==> src/rtl/spi_rgb_cmd.sv <==
`default_nettype none
// ============================================================================
// Module      : spi_rgb_cmd
// Description : Parses framed SPI command bytes into speed, restart, mode and
//               static RGB colour controls for the LED colour-cycle engines.
// Revision    : 1.0 - initial release
// ============================================================================
module spi_rgb_cmd #(
    parameter logic [19:0] DEFAULT_SPEED = 20'd4095,
    parameter int unsigned RST_PULSE_LEN = 4
) (
    input  logic        i_clk,
    input  logic        i_rst,
    input  logic        i_spi_start,
    input  logic        i_spi_end,
    input  logic        i_spi_stb,
    input  logic [7:0]  i_spi_data,
    output logic [19:0] o_speed,
    output logic        o_cycle_rst,
    output logic        o_mode,
    output logic [7:0]  o_r,
    output logic [7:0]  o_g,
    output logic [7:0]  o_b,
    output logic [7:0]  o_err_cnt,
    output logic        o_busy
);

    typedef enum logic [1:0] {
        S_IDLE = 2'd0,
        S_OPC  = 2'd1,
        S_PAY  = 2'd2,
        S_SKIP = 2'd3
    } state_t;

    localparam logic [1:0] c_OP_SPEED = 2'd0;
    localparam logic [1:0] c_OP_COLOR = 2'd1;
    localparam logic [1:0] c_OP_MODE  = 2'd2;
    localparam logic [7:0] c_PULSE    = 8'(RST_PULSE_LEN);

    state_t      r_state, w_state;
    logic [1:0]  r_op, w_op;
    logic [1:0]  r_idx, w_idx;
    logic [1:0]  w_last;
    logic [7:0]  r_sh0, w_sh0;
    logic [7:0]  r_sh1, w_sh1;
    logic [19:0] r_speed, w_speed;
    logic        r_mode, w_mode;
    logic [7:0]  r_r, w_r;
    logic [7:0]  r_g, w_g;
    logic [7:0]  r_b, w_b;
    logic [7:0]  r_err, w_err;
    logic [1:0]  w_err_inc;
    logic [8:0]  w_err_sum;
    logic [7:0]  r_rst_cnt, w_rst_cnt;

    always_ff @(posedge i_clk) begin
        if (i_rst) begin
            r_state   <= S_IDLE;
            r_op      <= c_OP_SPEED;
            r_idx     <= 2'd0;
            r_sh0     <= 8'd0;
            r_sh1     <= 8'd0;
            r_speed   <= DEFAULT_SPEED;
            r_mode    <= 1'b0;
            r_r       <= 8'd0;
            r_g       <= 8'd0;
            r_b       <= 8'd0;
            r_err     <= 8'd0;
            r_rst_cnt <= 8'd0;
        end else begin
            r_state   <= w_state;
            r_op      <= w_op;
            r_idx     <= w_idx;
            r_sh0     <= w_sh0;
            r_sh1     <= w_sh1;
            r_speed   <= w_speed;
            r_mode    <= w_mode;
            r_r       <= w_r;
            r_g       <= w_g;
            r_b       <= w_b;
            r_err     <= w_err;
            r_rst_cnt <= w_rst_cnt;
        end
    end

    // Same-cycle events are applied in order start, byte, end on the working copy.
    always_comb begin
        w_state   = r_state;
        w_op      = r_op;
        w_idx     = r_idx;
        w_sh0     = r_sh0;
        w_sh1     = r_sh1;
        w_speed   = r_speed;
        w_mode    = r_mode;
        w_r       = r_r;
        w_g       = r_g;
        w_b       = r_b;
        w_err_inc = 2'd0;
        w_rst_cnt = (r_rst_cnt != 8'd0) ? r_rst_cnt - 8'd1 : 8'd0;
        w_last    = 2'd0;

        if (i_spi_start) begin
            if (r_state == S_PAY) w_err_inc = w_err_inc + 2'd1;
            w_state = S_OPC;
            w_idx   = 2'd0;
        end

        if (i_spi_stb) begin
            case (w_state)
                S_OPC: begin
                    w_idx = 2'd0;
                    case (i_spi_data)
                        8'h10: begin w_op = c_OP_SPEED; w_state = S_PAY; end
                        8'h11: begin w_op = c_OP_COLOR; w_state = S_PAY; end
                        8'h12: begin w_op = c_OP_MODE;  w_state = S_PAY; end
                        8'h13: begin w_rst_cnt = c_PULSE; w_state = S_SKIP; end
                        default: begin
                            w_err_inc = w_err_inc + 2'd1;
                            w_state   = S_SKIP;
                        end
                    endcase
                end
                S_PAY: begin
                    w_last = (w_op == c_OP_MODE) ? 2'd0 : 2'd2;
                    if (w_idx == w_last) begin
                        // Last byte taken straight from the bus so all fields land together.
                        case (w_op)
                            c_OP_SPEED: w_speed = {r_sh0[3:0], r_sh1, i_spi_data};
                            c_OP_COLOR: begin
                                w_r = r_sh0;
                                w_g = r_sh1;
                                w_b = i_spi_data;
                            end
                            default:    w_mode = i_spi_data[0];
                        endcase
                        w_state = S_SKIP;
                    end else begin
                        if (w_idx == 2'd0) w_sh0 = i_spi_data;
                        else               w_sh1 = i_spi_data;
                        w_idx = w_idx + 2'd1;
                    end
                end
                default: ;
            endcase
        end

        if (i_spi_end) begin
            if (w_state == S_PAY) w_err_inc = w_err_inc + 2'd1;
            w_state = S_IDLE;
        end

        w_err_sum = {1'b0, r_err} + {7'd0, w_err_inc};
        w_err     = w_err_sum[8] ? 8'hFF : w_err_sum[7:0];
    end

    assign o_speed     = r_speed;
    assign o_cycle_rst = (r_rst_cnt != 8'd0);
    assign o_mode      = r_mode;
    assign o_r         = r_r;
    assign o_g         = r_g;
    assign o_b         = r_b;
    assign o_err_cnt   = r_err;
    assign o_busy      = (r_state != S_IDLE);

endmodule
`default_nettype wire
==> config.mk <==
export PLATFORM = sky130hd
export DESIGN_NAME = spi_rgb_cmd
export DESIGN_NICKNAME = d
export VERILOG_FILES = /design/src/rtl/spi_rgb_cmd.sv
export SDC_FILE = /design/constraint.sdc
export NUM_CORES = 1
export LEC_CHECK = 0
export BUFFER_PORTS_ARGS = -buffer_cell sky130_fd_sc_hd__buf_2
export CORE_UTILIZATION = 50
export CTS_BUF_LIST = sky130_fd_sc_hd__clkbuf_4 sky130_fd_sc_hd__clkbuf_8
export DETAILED_ROUTE_END_ITERATION = 8
export PLACE_DENSITY = 0.8
export SYNTH_ARGS = -nofsm -noshare
export SYNTH_HDL_FRONTEND = slang
export SYNTH_SLANG_ARGS = --single-unit
export TNS_END_PERCENT = 20
==> constraint.sdc <==
create_clock -name i_clk -period 3.2 [get_ports i_clk]
set_input_delay 0.32 -clock i_clk [delete_from_list [all_inputs] [get_ports i_clk]]
set_output_delay 0.32 -clock i_clk [all_outputs]
set_load 0.01 [all_outputs]
==> out/qor.yml, run 1 <==
post_cts_buffers: 0
yosysTopAreaCell: "dfxtp_1"
drt_iter0_markers: 178
port_buffers: 67
rrSetupSlack_ns: 0.23
crit_start: "r_state[0]"
ys_ff_latch: 83
fin_crit_sh_pct: 92.7
crit_slowest_cell: "fa_1"
routed_wl_um: 7170
yosysUniqueCellTypes: 43
cts_buffers: 9
cts_buffer_depth: 2
crit_chain: "or2_2 > ha_1 > nand2b_1 > o21ai_1 > o311ai_2 > nor3_2 > nor2_1 > ha_1 > fa_1 > nand2_1 > nor2_1 > nand3_1 > a21oi_1"
grt_overflow_total: 0
r2r_cells: 13
cp_top_family: "simple AND/OR/NAND/NOR gates"
design_area_um2: 3940
clk_pin_slew_ns: 0.08
num_antenna_cells: 0
final_nets: 474
setup_viol: 0
die_h_um: 84.7
r2r-end: "o_err_cnt[1]"
peakVddDrop_mv: 0.254
slew_viol_final: 0
timing_hold_violations_final: 0
grt_pass1_wl_um: 11800
ant_nets: 0
synth_enable_flop_cells: 0
relSlewSlack_pct: 45.4
maxCapViolCount: 0
hp-class: "input pin to flop"
slowest_delay_ns: 0.42
worstMarginPinSlew_ns: 0.817
crit_arrival_ns: 3.17
final_common_cell: "nand2_1"
finalPower_w: 0.00208
fin_cells: 533
grtUsageTotal_pct: 20.8
synthesis.nets: 414
initial_core_util_pct: 52.7
vias: 2780
synth_top_area_share_pct: 48.5
cts_root_buf: "clkbuf_8"
grt_setup_unrepaired: "false"
core_area_um2: 6490
max_freq_mhz: 337
post-dp-hpwl_um: 4940
die_width_um: 84.7
wl_per_cell_um: 13.4
synthCells: 391
synthesis.yosys.warnings: 0
endpoint_kind: "flop"
rr_startpoint: "r_state[0]"
grt_pass1_vias: 2505
viasPerCell: 5.22
final_cell_mix: "96 x nand2_1, 83 x dfxtp_1, 67 x buf_2, 43 x a21oi_1, 37 x nor2_1"
endpoint: "o_err_cnt[1]"
die_area_um2: 7180
antenna_found_initial: 0
h-tree-depth: 3
synth_area_um2: 3420
drive_above_1_share_pct: 22.6
p_leak_nw: 1.62
synth.area.top_cells: "dfxtp_1 49%, nand2_1 11%, a21oi_1 6.3%"
syn_to_final_growth_pct: 15.1
top_level_ports: 68
synth_flop_cell: "dfxtp_1"
gp_congestion: 0.786
crit_path_max_fanout: 6
crit_type: "flop to flop"
powerDensity_nw_per_um2: 528
crit_cells: 13
startpoint_type: "flop"
crit_buf_inv: 0
fin_util_pct: 60.6
fin_crit_ns: 2.97
grt_max_degree: 63
fin_skew_ns: 0.00890
drc: 0
async_flop_share_pct: 0
cts.sinks: 83
hold_buffers: 0
cts_tree: "done"
postSynthAreaPerCell_um2: 8.76
yosysSeqAreaShare_pct: 48.5
num_rows: 29
dp_cells: 517
insertion_delay_ns: 0.34
status: "complete, no violations"
required_ns: 3.40
dr.pass1.iters: 6
placed_area_um2: 3750
hold_path_depth: 2
how the worst min path moves through the flow:
| stage | startpoint | endpoint | slack [ns] |
|---|---|---|---|
| 2_1_floorplan | i_spi_end | r_state[0] | 0.40 |
| 5_1_grt | i_spi_end | r_state[0] | 0.17 |
| 6_report | i_spi_end | r_state[0] | 0.17 |
| 4_1_cts | i_spi_end | r_state[0] | 0.16 |
| 3_5_place_dp | r_rst_cnt[0] | r_rst_cnt[0] | 0.43 |
| 3_3_place_gp | r_rst_cnt[0] | r_rst_cnt[0] | 0.43 |
logic make-up (layout without fill, tap and decap cells):
logic type,after synthesis,after routing,share of synthesized area [%]
simple gates,185,185,25.0
flops,83,83,48.5
compound gates,52,52,8.85
buf+inv,29,94,4.68
mux,20,20,5.96
xor+xnor,12,12,3.07
fa+ha+maj,10,10,3.87
what timing repair did:
| item | CTS | global route |
|---|---|---|
| endpoints found under the hold margin | 0 | 0 |
| setup endpoints to repair | 0 | 6 |
| resized for setup | 0 | 2 |
power breakdown:
group | internal (W) | leakage (nW) | switching (W) | total, W
clock network | 0.000325 | 0.0915 | 0.000369 | 0.000694
logic | 0.000119 | 0.862 | 0.000160 | 0.000279
registers | 0.00107 | 0.671 | 0.0000338 | 0.00111
total | 0.00152 | 1.62 | 0.000563 | 0.00208
flip-flops by register name (all words and copies together) (netlist names), 2 cells and up:
register,cells
r_sh1,8
r_idx,2
r_sh0,8
o_b,8
o_r,8
r_rst_cnt,8
r_op,2
o_err_cnt,8
r_state,2
o_speed,20
o_g,8
final cells by class:
class	instances	area, µm²
fillers	561	2560
flip-flops and latches	83	1660
multi-input cells	279	1600
repair buffers	70	358
clock buffers	11	151
well taps	77	96.3
clock inverters	5	37.5
inverters	8	30.0
stage by stage:
| step | hold slack [ns] | worst slack (ns) | setup TNS, ns |
|---|---|---|---|
| 2_1_floorplan | 0.396 | 0.423 | 0 |
| 3_3_place_gp | 0.426 | 0.156 | 0 |
| 3_5_place_dp | 0.431 | -0.0267 | -0.0272 |
| 4_1_cts | 0.157 | 0.144 | 0 |
| 5_1_grt | 0.168 | 0.0128 | 0 |
| 6_report | 0.169 | 0.232 | 0 |
Yosys cell counts, types with 2 or more instances:
| library cell | instances |
|---|---|
| nand4_1 | 2 |
| a21oi_1 | 43 |
| and4_1 | 2 |
| mux2i_1 | 19 |
| nand2b_1 | 4 |
| nor3_1 | 5 |
| inv_1 | 8 |
| buf_6 | 5 |
| nand2b_2 | 2 |
| xnor2_1 | 6 |
| clkbuf_1 | 10 |
| nor2b_1 | 2 |
| nand3_1 | 18 |
| buf_2 | 4 |
| dfxtp_1 | 83 |
| nor2_1 | 37 |
| nand2_1 | 96 |
| nor3b_1 | 4 |
| ha_1 | 9 |
| xor2_1 | 6 |
| or2_2 | 2 |
| nor4_1 | 2 |
| o221a_2 | 2 |
routing by layer:
layer / global-route usage (%) / vias to the layer above / wire (µm)
met2: 33.4 / 68 / 3340
met1: 27.6 / 1287 / 3350
li1: - / 1417 / -
met4: 8.63 / 0 / 87
met3: 3.74 / 8 / 392
met5: 0 / - / 0
(Power assumes the default switching activity.)
==> run 2, diff against run 1 <==
--- a/config.mk
+++ b/config.mk
@@ -9,7 +9,9 @@
 export CORE_UTILIZATION = 50
 export CTS_BUF_LIST = sky130_fd_sc_hd__clkbuf_4 sky130_fd_sc_hd__clkbuf_8
 export DETAILED_ROUTE_END_ITERATION = 8
-export PLACE_DENSITY = 0.8
+export GPL_TIMING_DRIVEN = 0
+export PLACE_DENSITY = 0.75
+export SETUP_SLACK_MARGIN = 0.4
 export SYNTH_ARGS = -nofsm -noshare
 export SYNTH_HDL_FRONTEND = slang
 export SYNTH_SLANG_ARGS = --single-unit
==> run 2 against run 1 <==
Wire length increased by 9.3%. Global-route usage is 2.7 points higher. Sequential power hardly changed. Non-clock buffer count is 17 higher. Worst hold slack worse by 0.021 ns. Critical path type unchanged. Largest power group unchanged.
==> out/qor.yml, run 2 (synthesized netlist as in run 1, its figures left out) <==
cts_tree: "done"
vias: 2889
max_freq_mhz: 373
gp_congestion: 0.827
grtUsageTotal_pct: 23.5
hold_buffers: 0
combPwrFrac_pct: 13.6
fin_crit_sh_pct: 83.8
grt_max_degree: 16
p_leak_nw: 1.73
viasPerCell: 5.25
post-place-ws_ns: 0.00676
fin_skew_ns: 0.0109
relSlewSlack_pct: 61.2
crit_slowest_cell: "dfxtp_1"
hp-class: "input pin to flop"
status: "complete, no violations"
final_cell_mix: "95 x nand2_1, 83 x dfxtp_1, 68 x buf_2, 41 x a21oi_1, 36 x nor2_1"
maxCapViolCount: 0
cp_top_family: "simple AND/OR/NAND/NOR gates"
die_h_um: 84.7
multiInputGateArea_um2: 1730
seqPwrFrac_pct: 50.4
ant_nets: 0
p_int_w: 0.00159
die_area_um2: 7180
slew_viol_final: 0
tns_ns: 0
powerDensity_nw_per_um2: 524
insertion_delay_ns: 0.36
final_common_cell: "nand2_1"
peakVddDrop_mv: 0.290
p_sw_w: 0.000603
required_ns: 3.42
worstMarginPinSlew_ns: 0.581
largest_register_ffs: 20
grt_pass1_vias: 2840
grt_overflow_total: 0
core_area_um2: 6490
antenna_found_initial: 0
top_level_ports: 68
grt_setup_unrepaired: "false"
regArea_um2: 1660
post-dp-hpwl_um: 5330
initial_core_util_pct: 52.7
clk_pin_slew_ns: 0.09
cts_buffers: 9
swShare_pct: 27.5
timing_hold_violations_final: 0
slowest_delay_ns: 0.32
crit_arrival_ns: 2.91
drt_iter0_markers: 144
endpoint_kind: "flop"
port_buffers: 64
die_width_um: 84.7
cts_root_buf: "clkbuf_8"
h-tree-depth: 3
p_clk_share_pct: 36.0
wl_per_cell_um: 14.2
fin_crit_ns: 2.68
setup_slack_ns: 0.519
startpoint_type: "flop"
cts_buffer_depth: 2
fill_cells: 565
crit_type: "flop to flop"
setup_viol: 0
drive_above_1_share_pct: 26.0
final_nets: 491
drc: 0
num_antenna_cells: 0
cts.sinks: 83
crit_chain: "or2_4 > ha_4 > nand2b_4 > o21ai_4 > o311ai_4 > nor3_2 > buf_4 > xnor2_4 > ha_4 > a21oi_2 > nor2b_2 > nand3_1 > xor2_1 > a21oi_2"
crit_path_max_fanout: 5
grt_pass1_wl_um: 13100
dr.pass1.iters: 7
num_rows: 29
routed_wl_um: 7830
crit_buf_inv: 1
syn_to_final_growth_pct: 22.4
run 2: final cells by class:
class                   instances  area share (%)
multi-input cells             279            41.2
plain buffers                  21            3.11
flip-flops and latches         83            39.7
inverters                       8           0.717
clock inverters                 6            1.70
well taps                      77            2.30
repair buffers                 66            8.00
clock buffers                  10            3.29
run 2: per-layer routing:
| layer | vias up | track usage (%) | share of wire [%] |
|---|---|---|---|
| li1 | 1446 | - | - |
| met1 | 1353 | 30.5 | 47 |
| met5 | - | 0 | 0 |
| met3 | 11 | 5.41 | 5.0 |
| met2 | 79 | 37.0 | 46 |
| met4 | 0 | 11.4 | 1.8 |
run 2: power groups by stage:
stage | logic [W] | clock network, W | registers [W]
floorplan | 0.000213 | 0 | 0.00112
global placement | 0.000273 | 0 | 0.00113
detailed placement | 0.000282 | 0 | 0.00113
global route | 0.000337 | 0.000859 | 0.00111
finish | 0.000299 | 0.000791 | 0.00111
CTS | 0.000294 | 0.000808 | 0.00110
run 2: what timing repair did:
action	CTS	global route
gates resized for setup	13	9
endpoints found under the setup margin	8	7
pin swaps	4	6
buffers inserted	2	0
run 2: path summary, 6_finish.rpt:
| kind | depth (start not counted) | from | endpoint | slack [ns] |
|---|---|---|---|---|
| setup / recovery | 14 | r_state[0] | o_err_cnt[5] | 0.52 |
| setup reg to reg | 14 | r_state[0] | o_err_cnt[5] | 0.52 |
| hold / removal | 2 | i_spi_end | r_state[1] | 0.15 |
| hold reg to reg | 1 | r_rst_cnt[0] | r_rst_cnt[0] | 0.45 |
run 2: worst register-to-register path: cells and delay by family, from the launching register on:
family | cells | cell delay [ns]
buffers and inverters | 1 | 0.17
flip-flops | 1 | 0.32
XOR/XNOR | 2 | 0.34
AND/OR/NAND/NOR | 5 | 0.73
adder cells (fa/ha/maj) | 2 | 0.48
AO/OA/AOI/OAI | 4 | 0.50
run 2: stage by stage:
step	util (%)	cells	power (W)	hold slack (ns)	cell area, µm²
after floorplan	-	391	0.00134	0.396	3420
after global placement	59.1	532	0.00140	0.428	3840
after detailed placement	59.1	532	0.00141	0.442	3840
after CTS	63.5	550	0.00221	0.134	4120
after global routing	64.5	550	0.00231	0.143	4190
final	64.5	550	0.00220	0.148	4190
==> run 3, diff against run 2 <==
==> constraint.sdc (replaced) <==
create_clock -name i_clk -period 2.5 [get_ports i_clk]
set_input_delay 0.25 -clock i_clk [delete_from_list [all_inputs] [get_ports i_clk]]
set_output_delay 0.25 -clock i_clk [all_outputs]
set_load 0.01 [all_outputs]
==> run 3 against run 2 <==
The run now ends with DRC, setup timing left. Total power up 33%. First-iteration DRC count fell by 3.5%. Flip-flop and latch count unchanged. Largest power group unchanged. Highest routed layer unchanged.
==> out/qor.yml, run 3 (synthesized netlist as in run 1, its figures left out) <==
status: "complete, but fails checks"
violations: "DRC, setup timing"
relSlewSlack_pct: 61.1
setup_viol: 8
cts_buffer_depth: 2
cts_tree: "done"
final_cell_mix: "95 x nand2_1, 82 x dfxtp_1, 68 x buf_2, 37 x a21oi_1, 36 x nor2_1"
cts_buffers: 9
dp_cells: 532
crit_start: "r_state[0]"
maxCapViolCount: 0
gp_congestion: 0.812
r2r_cells: 14
wl_per_cell_um: 14.4
crit_path_max_fanout: 4
top_level_ports: 68
r2r-end: "o_err_cnt[7]"
required_ns: 2.78
fin_crit_ns: 2.64
die_area_um2: 7180
tns_ns: -0.891
hold_buffers: 0
holdPathEnd: "r_state[0]"
num_rows: 29
die_h_um: 84.7
powerDensity_nw_per_um2: 680
fin_skew_ns: 0.0215
post-place-ws_ns: -0.357
clk_pin_slew_ns: 0.09
antenna_found_initial: 0
crit_type: "flop to flop"
insertion_delay_ns: 0.36
hp-class: "input pin to flop"
grtUsageTotal_pct: 23.7
timing_hold_violations_final: 0
fill_cells: 541
routed_wl_um: 8010
post-dp-hpwl_um: 5350
h-tree-depth: 3
core_area_um2: 6490
hold_path_depth: 2
endpoint_kind: "flop"
crit_buf_inv: 2
largest_register_ffs: 20
num_antenna_cells: 0
worstMarginPinSlew_ns: 0.583
slew_viol_final: 0
finalPower_w: 0.00293
grt_setup_unrepaired: "true"
grt_pass1_wl_um: 13200
grt_overflow_total: 0
dr.pass1.iters: 6
cp_top_family: "simple AND/OR/NAND/NOR gates"
fin_crit_sh_pct: 105
port_buffers: 64
crit_chain: "or2_4 > ha_4 > nand2b_4 > o21ai_4 > o311ai_4 > nor3_2 > buf_4 > xnor2_4 > ha_4 > a21oi_2 > nor2b_2 > buf_4 > and4_1 > nor3_1"
rr_startpoint: "r_state[0]"
cts.sinks: 83
regArea_um2: 1660
die_width_um: 84.7
hold_path_startpoint: "i_spi_end"
ant_nets: 0
p_leak_nw: 1.78
grt_max_degree: 16
crit_arrival_ns: 2.92
slowest_delay_ns: 0.33
drive_above_1_share_pct: 29.0
viasPerCell: 5.27
max_freq_mhz: 379
fin_cells: 556
multiInputGateArea_um2: 1770
peakVddDrop_mv: 0.409
grt_pass1_vias: 2780
final_nets: 497
setup_slack_ns: -0.136
cts_root_buf: "clkbuf_8"
startpoint_type: "flop"
drt_iter0_markers: 139
vias: 2931
final_common_cell: "nand2_1"
initial_core_util_pct: 52.7
syn_to_final_growth_pct: 25.7
hold_ws_ns: 0.0751
crit_slowest_cell: "dfxtp_2"
rrSetupSlack_ns: -0.14
drc: 4
[run 3: cell types whose count changed in the layout (fill, tap and decap cells not counted), sizes merged]
cell and delta:
buf +6, bufinv +1, clkinvlp -1
[run 3: timing repair]
item | CTS | global route
pin swaps | 11 | 1
gates resized for setup | 27 | 4
buffers inserted | 6 | 2
endpoints found under the setup margin | 8 | 28
[run 3: worst reg2reg max path: stages, from the launching register on]
cell and delay, ns:
dfxtp_2 0.33, or2_4 0.25, ha_4 0.24, nand2b_4 0.15, o21ai_4 0.16, o311ai_4 0.13
nor3_2 0.16, buf_4 0.17, xnor2_4 0.13, ha_4 0.23, a21oi_2 0.12, nor2b_2 0.06
buf_4 0.13, and4_1 0.18, nor3_1 0.13
[run 3: cell type report]
cell class,count,area share [%]
clock buffer,10,3.20
tap,77,2.24
sequential,83,38.6
timing repair buffer,72,8.84
buffer,21,3.08
clock inverter,6,2.18
inverter,8,0.698
multi-input combinational,279,41.1
[run 3: per-stage QoR]
stage / cell area (µm²) / utilization [%]
after global routing: 4300 / 66.2
after global placement: 3860 / 59.5
final: 4300 / 66.2
after CTS: 4290 / 66.0
after floorplan: 3450 / -
after detailed placement: 3860 / 59.5
[run 3: report_power, final]
part / leakage, nW / internal (W) / switching, W
Combinational: 0.990 / 0.000176 / 0.000220
Sequential: 0.672 / 0.00137 / 0.0000429
Clock: 0.114 / 0.000601 / 0.000515
Total: 1.78 / 0.00215 / 0.000777
[run 3: per-layer routing]
metal | vias to the layer above | GRT usage, % | share of wire [%] | wire, µm
met5 | - | 0 | 0 | 0
met4 | 0 | 9.55 | 1.5 | 117
met3 | 9 | 4.13 | 3.8 | 308
met2 | 59 | 40.4 | 49 | 3900
met1 | 1400 | 29.8 | 46 | 3690
li1 | 1463 | - | - | -
[run 3: how the worst max path moves through the flow]
stage | endpoint | slack (ns) | depth (start not counted)
2_1_floorplan | o_err_cnt[5] | -0.02 | 13
3_3_place_gp | o_err_cnt[5] | -0.32 | 14
3_5_place_dp | o_err_cnt[5] | -0.36 | 14
4_1_cts | o_err_cnt[2] | -0.13 | 12
5_1_grt | o_err_cnt[5] | -0.24 | 14
6_report | o_err_cnt[7] | -0.14 | 14
